--- config.mk ---
export PLATFORM = sky130hd
export DESIGN_NAME = piso_serializer
export DESIGN_NICKNAME = d
export VERILOG_FILES = /design/src/rtl/piso_pkg.sv /design/src/rtl/piso_bit_counter.sv /design/src/rtl/piso_serializer.sv
export SDC_FILE = /design/constraint.sdc
export NUM_CORES = 1
export LEC_CHECK = 0
export CORE_UTILIZATION = 50
export DETAILED_ROUTE_END_ITERATION = 8
export GPL_TIMING_DRIVEN = 0
export PLACE_DENSITY = 0.8
export REMOVE_ABC_BUFFERS = 1
export SLEW_MARGIN = 20
export SYNTH_ARGS = -nofsm -noshare
export SYNTH_HDL_FRONTEND = slang
export SYNTH_SLANG_ARGS = --single-unit
export TNS_END_PERCENT = 1
--- constraint.sdc ---
create_clock -name clk -period 3.68 [get_ports clk]
set_clock_uncertainty 0.2 [all_clocks]
set_input_delay 0.736 -clock clk [delete_from_list [all_inputs] [get_ports clk]]
set_output_delay 0.736 -clock clk [all_outputs]
set_load 0.03 [all_outputs]
--- src/rtl/piso_pkg.sv ---
// Shared types and defaults for the parallel-in, serial-out transmitter.
package piso_pkg;

   typedef enum logic {
      IDLE  = 1'b0,
      SHIFT = 1'b1
   } piso_state_e;

   localparam int DEFAULT_DATA_W = 8;

endpackage

--- src/rtl/piso_bit_counter.sv ---
// Loadable down-counter that tracks the remaining bits of the word being sent.
module piso_bit_counter
   import piso_pkg::*;
#(
   parameter int CNT_W = $clog2(DEFAULT_DATA_W)
) (
   input  logic             clk,
   input  logic             reset,
   input  logic             load,
   input  logic             dec,
   input  logic [CNT_W-1:0] load_value,
   output logic             zero
);

   logic [CNT_W-1:0] count;

   // A load wins over a decrement so a back-to-back word restarts the count cleanly.
   always_ff @(posedge clk) begin
      if (reset) begin
         count <= '0;
      end else if (load) begin
         count <= load_value;
      end else if (dec) begin
         count <= count - 1'b1;
      end
   end

   assign zero = (count == '0);

endmodule

--- src/rtl/piso_serializer.sv ---
// Accepts one parallel word per valid/ready handshake and shifts it out a bit per clock.
module piso_serializer
   import piso_pkg::*;
#(
   parameter int DATA_W    = DEFAULT_DATA_W,
   parameter bit LSB_FIRST = 1'b1
) (
   input  logic              clk,
   input  logic              reset,
   input  logic [DATA_W-1:0] din,
   input  logic              din_valid,
   output logic              din_ready,
   output logic              sout,
   output logic              sout_valid,
   output logic              busy,
   output logic              done
);

   localparam int               CNT_W    = $clog2(DATA_W);
   localparam logic [CNT_W-1:0] LAST_IDX = CNT_W'(DATA_W - 1);

   piso_state_e       state;
   piso_state_e       state_next;
   logic [DATA_W-1:0] shreg;
   logic              cnt_zero;
   logic              last_bit;
   logic              xfer;

   assign last_bit  = (state == SHIFT) && cnt_zero;
   assign din_ready = !reset && ((state == IDLE) || last_bit);
   assign xfer      = din_valid && din_ready;

   piso_bit_counter #(
      .CNT_W(CNT_W)
   ) u_bit_counter (
      .clk       (clk),
      .reset     (reset),
      .load      (xfer),
      .dec       ((state == SHIFT) && !cnt_zero),
      .load_value(LAST_IDX),
      .zero      (cnt_zero)
   );

   always_ff @(posedge clk) begin
      if (reset) begin
         state <= IDLE;
      end else begin
         state <= state_next;
      end
   end

   always_comb begin
      state_next = state;
      case (state)
         IDLE:    if (xfer) state_next = SHIFT;
         SHIFT:   if (last_bit) state_next = xfer ? SHIFT : IDLE;
         default: state_next = IDLE;
      endcase
   end

   // A fresh word overwrites whatever zero-filled remnant is left from the previous one.
   always_ff @(posedge clk) begin
      if (reset) begin
         shreg <= '0;
      end else if (xfer) begin
         shreg <= din;
      end else if (state == SHIFT) begin
         if (LSB_FIRST) begin
            shreg <= {1'b0, shreg[DATA_W-1:1]};
         end else begin
            shreg <= {shreg[DATA_W-2:0], 1'b0};
         end
      end
   end

   assign sout_valid = (state == SHIFT);
   assign busy       = (state == SHIFT);
   assign done       = last_bit;
   assign sout       = sout_valid && (LSB_FIRST ? shreg[0] : shreg[DATA_W-1]);

endmodule

==> results of run 1 <==
[metal layers]
| layer | vias to the layer above | GRT usage |
|---|---|---|
| met1 | 243 | 0.254 |
| li1 | 281 | - |
| met4 | 0 | 0.0517 |
| met3 | 0 | 0.0925 |
| met5 | - | 0 |
| met2 | 13 | 0.329 |
[flip-flops by register name (all words and copies together), names as in the netlist]
register and cells:
shreg 8, u_bit_counter.count 3, busy 1
[cell families after synthesis]
group                      after synthesis  share of synthesized area
AOI/OAI and AO/OA                       24                      0.281
adders and majority gates                2                     0.0364
buffers and inverters                   10                     0.0819
DFF                                     12                      0.350
muxes                                    7                      0.102
and+or+nand+nor                         16                      0.149
[final cells by class]
class                      count  area [µm²]
sequential                    12         240
inverter                       4        15.0
clock buffer                   4        36.3
timing repair buffer          15         150
tap                           14        17.5
fill                          91         337
multi-input combinational     49         390
[power by group through the flow]
stage                     clock [mW]  combinational (mW)  sequential [mW]
final                          0.103              0.0841            0.155
after floorplan                    0              0.0519            0.158
after detailed placement           0              0.0845            0.158
after CTS                      0.107              0.0848            0.155
after global placement             0              0.0825            0.157
after global routing           0.115              0.0926            0.157
[cells in the final DEF, fill, tap and decap left out, types with 2 or more instances in the layout]
cell,Yosys,final
a211oi_2,6,6
dfxtp_1,12,12
clkbuf_4,0,3
ha_1,2,2
inv_1,3,3
clkdlybuf4s50_1,0,15
mux2i_1,7,7
nand2b_1,8,8
a21oi_1,9,9
nor2_1,2,2
o21ai_1,2,2
a211oi_1,3,3
[synthesized netlist by cell type, types with 2 or more instances]
cell type | count | area share
buf_4 | 2 | 0.022
a211oi_2 | 6 | 0.11
ha_1 | 2 | 0.036
mux2i_1 | 7 | 0.10
dfxtp_1 | 12 | 0.35
buf_2 | 3 | 0.022
nand2b_1 | 8 | 0.073
o21ai_1 | 2 | 0.015
a21oi_1 | 9 | 0.066
inv_1 | 3 | 0.016
nor2_1 | 2 | 0.011
a211oi_1 | 3 | 0.033
[critical path, delay by kind of cell]
family	cells	cell delay [ns]
AOI/OAI and AO/OA	1	0.25
buffers and inverters	2	1.41
[stage by stage]
step	setup WS (ns)	utilization
2_1_floorplan	0.983	-
3_3_place_gp	0.364	0.686
3_5_place_dp	0.339	0.686
4_1_cts	0.337	0.716
5_1_grt	0.226	0.716
6_report	0.343	0.716
[how the worst max path moves through the flow]
stage | start | to | slack (ns) | depth (start not counted)
after detailed placement | reset | din_ready | 0.34 | 3
final | reset | din_ready | 0.34 | 3
after CTS | reset | din_ready | 0.34 | 3
after global routing | reset | din_ready | 0.23 | 3
after global placement | reset | din_ready | 0.36 | 3
after floorplan | busy | done | 0.98 | 2
==> flow_metrics.tcl, run 1 <==
set metrics [dict create \
    hp-start "u_bit_counter.count[2]" \
    die_h_um 39.1 \
    drive_gt1_frac 0.155 \
    dr_wl_met2_um 549 \
    ctsRootBufferMaster "clkbuf_4" \
    antenna_found_initial 0 \
    cts_resized 0 \
    postCtsHoldBufs 0 \
    final_cells 98 \
    min_path_type "flip-flop to flip-flop" \
    grt_setup_unrepaired "false" \
    htree_num_levels 1 \
    vias 537 \
    finalWeightedCongestion 0.691 \
    power.leakage_nw 0.313 \
    crit_top_cell "clkdlybuf4s50_1" \
    swShare 0.288 \
    avgViaCountPerCell 5.48 \
    syn_inst 71 \
    cts_buffers 3 \
    slowest_delay_ns 0.72 \
    routedWlPerCell_um 12.7 \
    firstDrtPassIters 2 \
    hold_end "u_bit_counter.count[2]" \
    grt_max_degree 26 \
    outcome "completed" \
    rrSetupSlack_ns 1.70 \
    clockPowerShare 0.301 \
    ys_seq_elements 12 \
    hold_depth 2 \
    finalCritPeriodShare 0.907 \
    cts.clk_slew.worst_paths_ns 0.07 \
    synth-warning-count 0 \
    die_x_um 39.1 \
    finalHoldViolations 0 \
    pin_count 16 \
    worstMarginPinSlew_ns 0.981 \
    cts.sinks 12 \
    area_growth_pct 23.7 \
    p_seq_frac 0.453 \
    grt_usage 0.208 \
    initial_core_util 0.579 \
    ant_nets 0 \
    fin_hold_ws_ns 0.281 \
    crit_path_end_kind "output port" \
    grt_pass1_vias 486 \
    cts_tree "yes" \
    slew_headroom 0.345 \
    grt_overflow 0 \
    crit_arrival_ns 2.40 \
    path_max_fanout 14 \
    maxSlewViolCount 0 \
    synth_cell_types 24 \
    p_sw_mw 0.0985 \
    wl_met1_um 640 \
    dpl.cell_count 94 \
    drt_wl_total_mm 1.25 \
    finalSetupTns_ns 0 \
    fmax_mhz 300 \
    criticalPathCategory "input pin to output port" \
    period_minus_slack_ns 3.34 \
    critPathLaunchType "input pin" \
    drc 0 \
    highest_layer "met3" \
    syn_area_per_cell_um2 9.67 \
    seq_area_frac_synth 0.350 \
    ir_worst_vdd_mv 0.248 \
    finalNetCount 98 \
    ys_async_sr_fraction 0 \
    p_int_mw 0.244 \
    setup_viol 0 \
    cp.required_ns 2.74 \
    route.met3.wl_um 60 \
    slowest_stage "clkdlybuf4s50_1" \
    r2r_cells 3 \
    synth_flop_cell "dfxtp_1" \
    synth_edf_count 0 \
    r2r-end "shreg[4]" \
    clock_path_buffers 2 \
    final_area_um2 850 \
    dr.first_iter.drc_count 3 \
    grt_pass1_wl_mm 2.11 \
    placementRows 12 \
    placed_area_um2 813 \
    post_cts_buffers 0 \
    crit_chain "clkdlybuf4s50_1, a21oi_1, clkdlybuf4s50_1" \
    dp_hpwl_um 825 \
    antennaDiodeCount 0 \
    drv_cap 0 \
    dieArea_um2 1530 \
    power.total_mw 0.342 \
    power-per-cell-area_nw_per_um2 403 \
    core_area_um2 1190 \
    port_buffers 15 \
    insertion_delay_ns 0.27 \
    pwr-share-comb 0.246 \
    netlist_area_um2 687 \
    rr_startpoint "busy" \
]
Power figures use the tool's default switching activity.
==> run 2, diff against run 1 <==
--- a/config.mk
+++ b/config.mk
@@ -8,7 +8,7 @@
 export CORE_UTILIZATION = 50
 export DETAILED_ROUTE_END_ITERATION = 8
 export GPL_TIMING_DRIVEN = 0
-export PLACE_DENSITY = 0.8
+export PLACE_DENSITY = 0.85
 export REMOVE_ABC_BUFFERS = 1
 export SLEW_MARGIN = 20
 export SYNTH_ARGS = -nofsm -noshare
==> run 2 against run 1 <==
Worst setup slack improved by 0.028 ns. Final cell count did not move. Via count rose by 0.37%. Global-route usage fell by 0.12 points. Sequential share of layout area did not move. Utilization did not move. Final area did not move. Combinational power barely moved. Sequential power barely moved. First-iteration DRC count rose to 5.0 times the previous value. Largest power group unchanged. Highest routed layer unchanged.
==> flow_metrics.tcl, run 2 (same netlist as run 1, synthesis figures left out) <==
set metrics [dict create \
    outcome "completed" \
    drc 0 \
    grt_max_degree 26 \
    min_path_type "flip-flop to flip-flop" \
    grt_setup_unrepaired "false" \
    finalWeightedCongestion 0.630 \
    final_cells 98 \
    antennaDiodeCount 0 \
    cts_resized 0 \
    worstMarginPinSlew_ns 0.975 \
    die_h_um 39.1 \
    grt_overflow 0 \
    ctsRootBufferMaster "clkbuf_4" \
    mostFrequentLayoutCells "clkdlybuf4s50_1, dfxtp_1, a21oi_1" \
    swShare 0.297 \
    cp.required_ns 2.74 \
    slowest_delay_ns 0.70 \
    area_growth_pct 23.7 \
    ir_worst_vdd_mv 0.281 \
    path_max_fanout 14 \
    postCtsHoldBufs 0 \
    dpl.cell_count 94 \
    crit_arrival_ns 2.37 \
    dp_hpwl_um 865 \
    avgViaCountPerCell 5.50 \
    firstDrtPassIters 4 \
    finalHoldViolations 0 \
    p_seq_frac 0.449 \
    largest_reg_flops 8 \
    criticalPathCategory "input pin to output port" \
    grt_pass1_wl_mm 2.19 \
    crit_path_end_kind "output port" \
    core_area_um2 1190 \
    initial_core_util 0.579 \
    finalCritPeriodShare 0.899 \
    p_int_mw 0.243 \
    drt_wl_total_mm 1.29 \
    vias 539 \
    drv_cap 0 \
    maxSlewViolCount 0 \
    drive_gt1_frac 0.155 \
    grt_pass1_vias 508 \
    p_sw_mw 0.103 \
    power.leakage_nw 0.313 \
    post_cts_buffers 0 \
    setup_viol 0 \
    top_register "shreg" \
    routedWlPerCell_um 13.2 \
    grt_usage 0.207 \
    cts.sinks 12 \
    htree_num_levels 1 \
    finalSetupTns_ns 0 \
    critPathLaunchType "input pin" \
    crit_top_cell "clkdlybuf4s50_1" \
    clock_path_buffers 2 \
    final_common_cell "clkdlybuf4s50_1" \
    period_minus_slack_ns 3.31 \
    slowest_stage "clkdlybuf4s50_1" \
    cts_buffers 3 \
    crit_chain "clkdlybuf4s50_1, a21oi_1, clkdlybuf4s50_1" \
    fmax_mhz 302 \
    pwr-share-comb 0.243 \
    antenna_found_initial 0 \
    ant_nets 0 \
    die_x_um 39.1 \
    port_buffers 15 \
    dr.first_iter.drc_count 15 \
    cts_tree "yes" \
    clockPowerShare 0.308 \
    dieArea_um2 1530 \
    placementRows 12 \
    cts.clk_slew.worst_paths_ns 0.08 \
    insertion_delay_ns 0.27 \
    slew_headroom 0.349 \
    power-per-cell-area_nw_per_um2 407 \
    finalNetCount 98 \
    pin_count 16 \
]
[run 2: cell counts in the layout (fill, tap and decap cells not counted)]
Identical to the previous run, type by type.
[run 2: power groups by stage]
stage          clock, mW  sequential [mW]  combinational [mW]
2_1_floorplan          0            0.158              0.0519
3_3_place_gp           0            0.157              0.0820
3_5_place_dp           0            0.158              0.0842
4_1_cts            0.108            0.155              0.0847
5_1_grt            0.113            0.157              0.0918
6_report           0.107            0.155              0.0843
[run 2: worst paths after layout]
check / cells past startpoint / slack (ns) / startpoint / to
min reg2reg: 2 / 0.28 / u_bit_counter.count[2] / u_bit_counter.count[2]
max: 3 / 0.37 / reset / din_ready
min: 2 / 0.28 / u_bit_counter.count[2] / u_bit_counter.count[2]
max reg2reg: 3 / 1.73 / busy / shreg[4]
[run 2: worst max-delay path, delay by kind of cell]
family          cells  cell delay [ns]
buf+inv             2             1.39
compound gates      1             0.24
[run 2: area by class of cell]
| class | instances | area (µm²) |
|---|---|---|
| multi-input cells | 49 | 390 |
| fillers | 87 | 337 |
| flip-flops and latches | 12 | 240 |
| repair buffers | 15 | 150 |
| clock buffers | 4 | 36.3 |
| well taps | 14 | 17.5 |
| inverters | 4 | 15.0 |
[run 2: through the flow]
step	utilization	cell area, µm²	hold slack, ns	total power [mW]	worst slack, ns
global placement	0.686	813	0.264	0.239	0.363
global route	0.716	850	0.313	0.362	0.290
CTS	0.716	850	0.284	0.348	0.369
detailed placement	0.686	813	0.271	0.242	0.365
floorplan	-	646	0.247	0.210	0.983
finish	0.716	850	0.283	0.346	0.371
[run 2: routing by layer]
layer | up-vias | global-route usage | part of all wire
met5 | - | 0 | 0
met4 | 0 | 0.0259 | 0
met3 | 0 | 0.0347 | 0.033
met2 | 14 | 0.363 | 0.44
met1 | 246 | 0.268 | 0.52
li1 | 279 | - | -
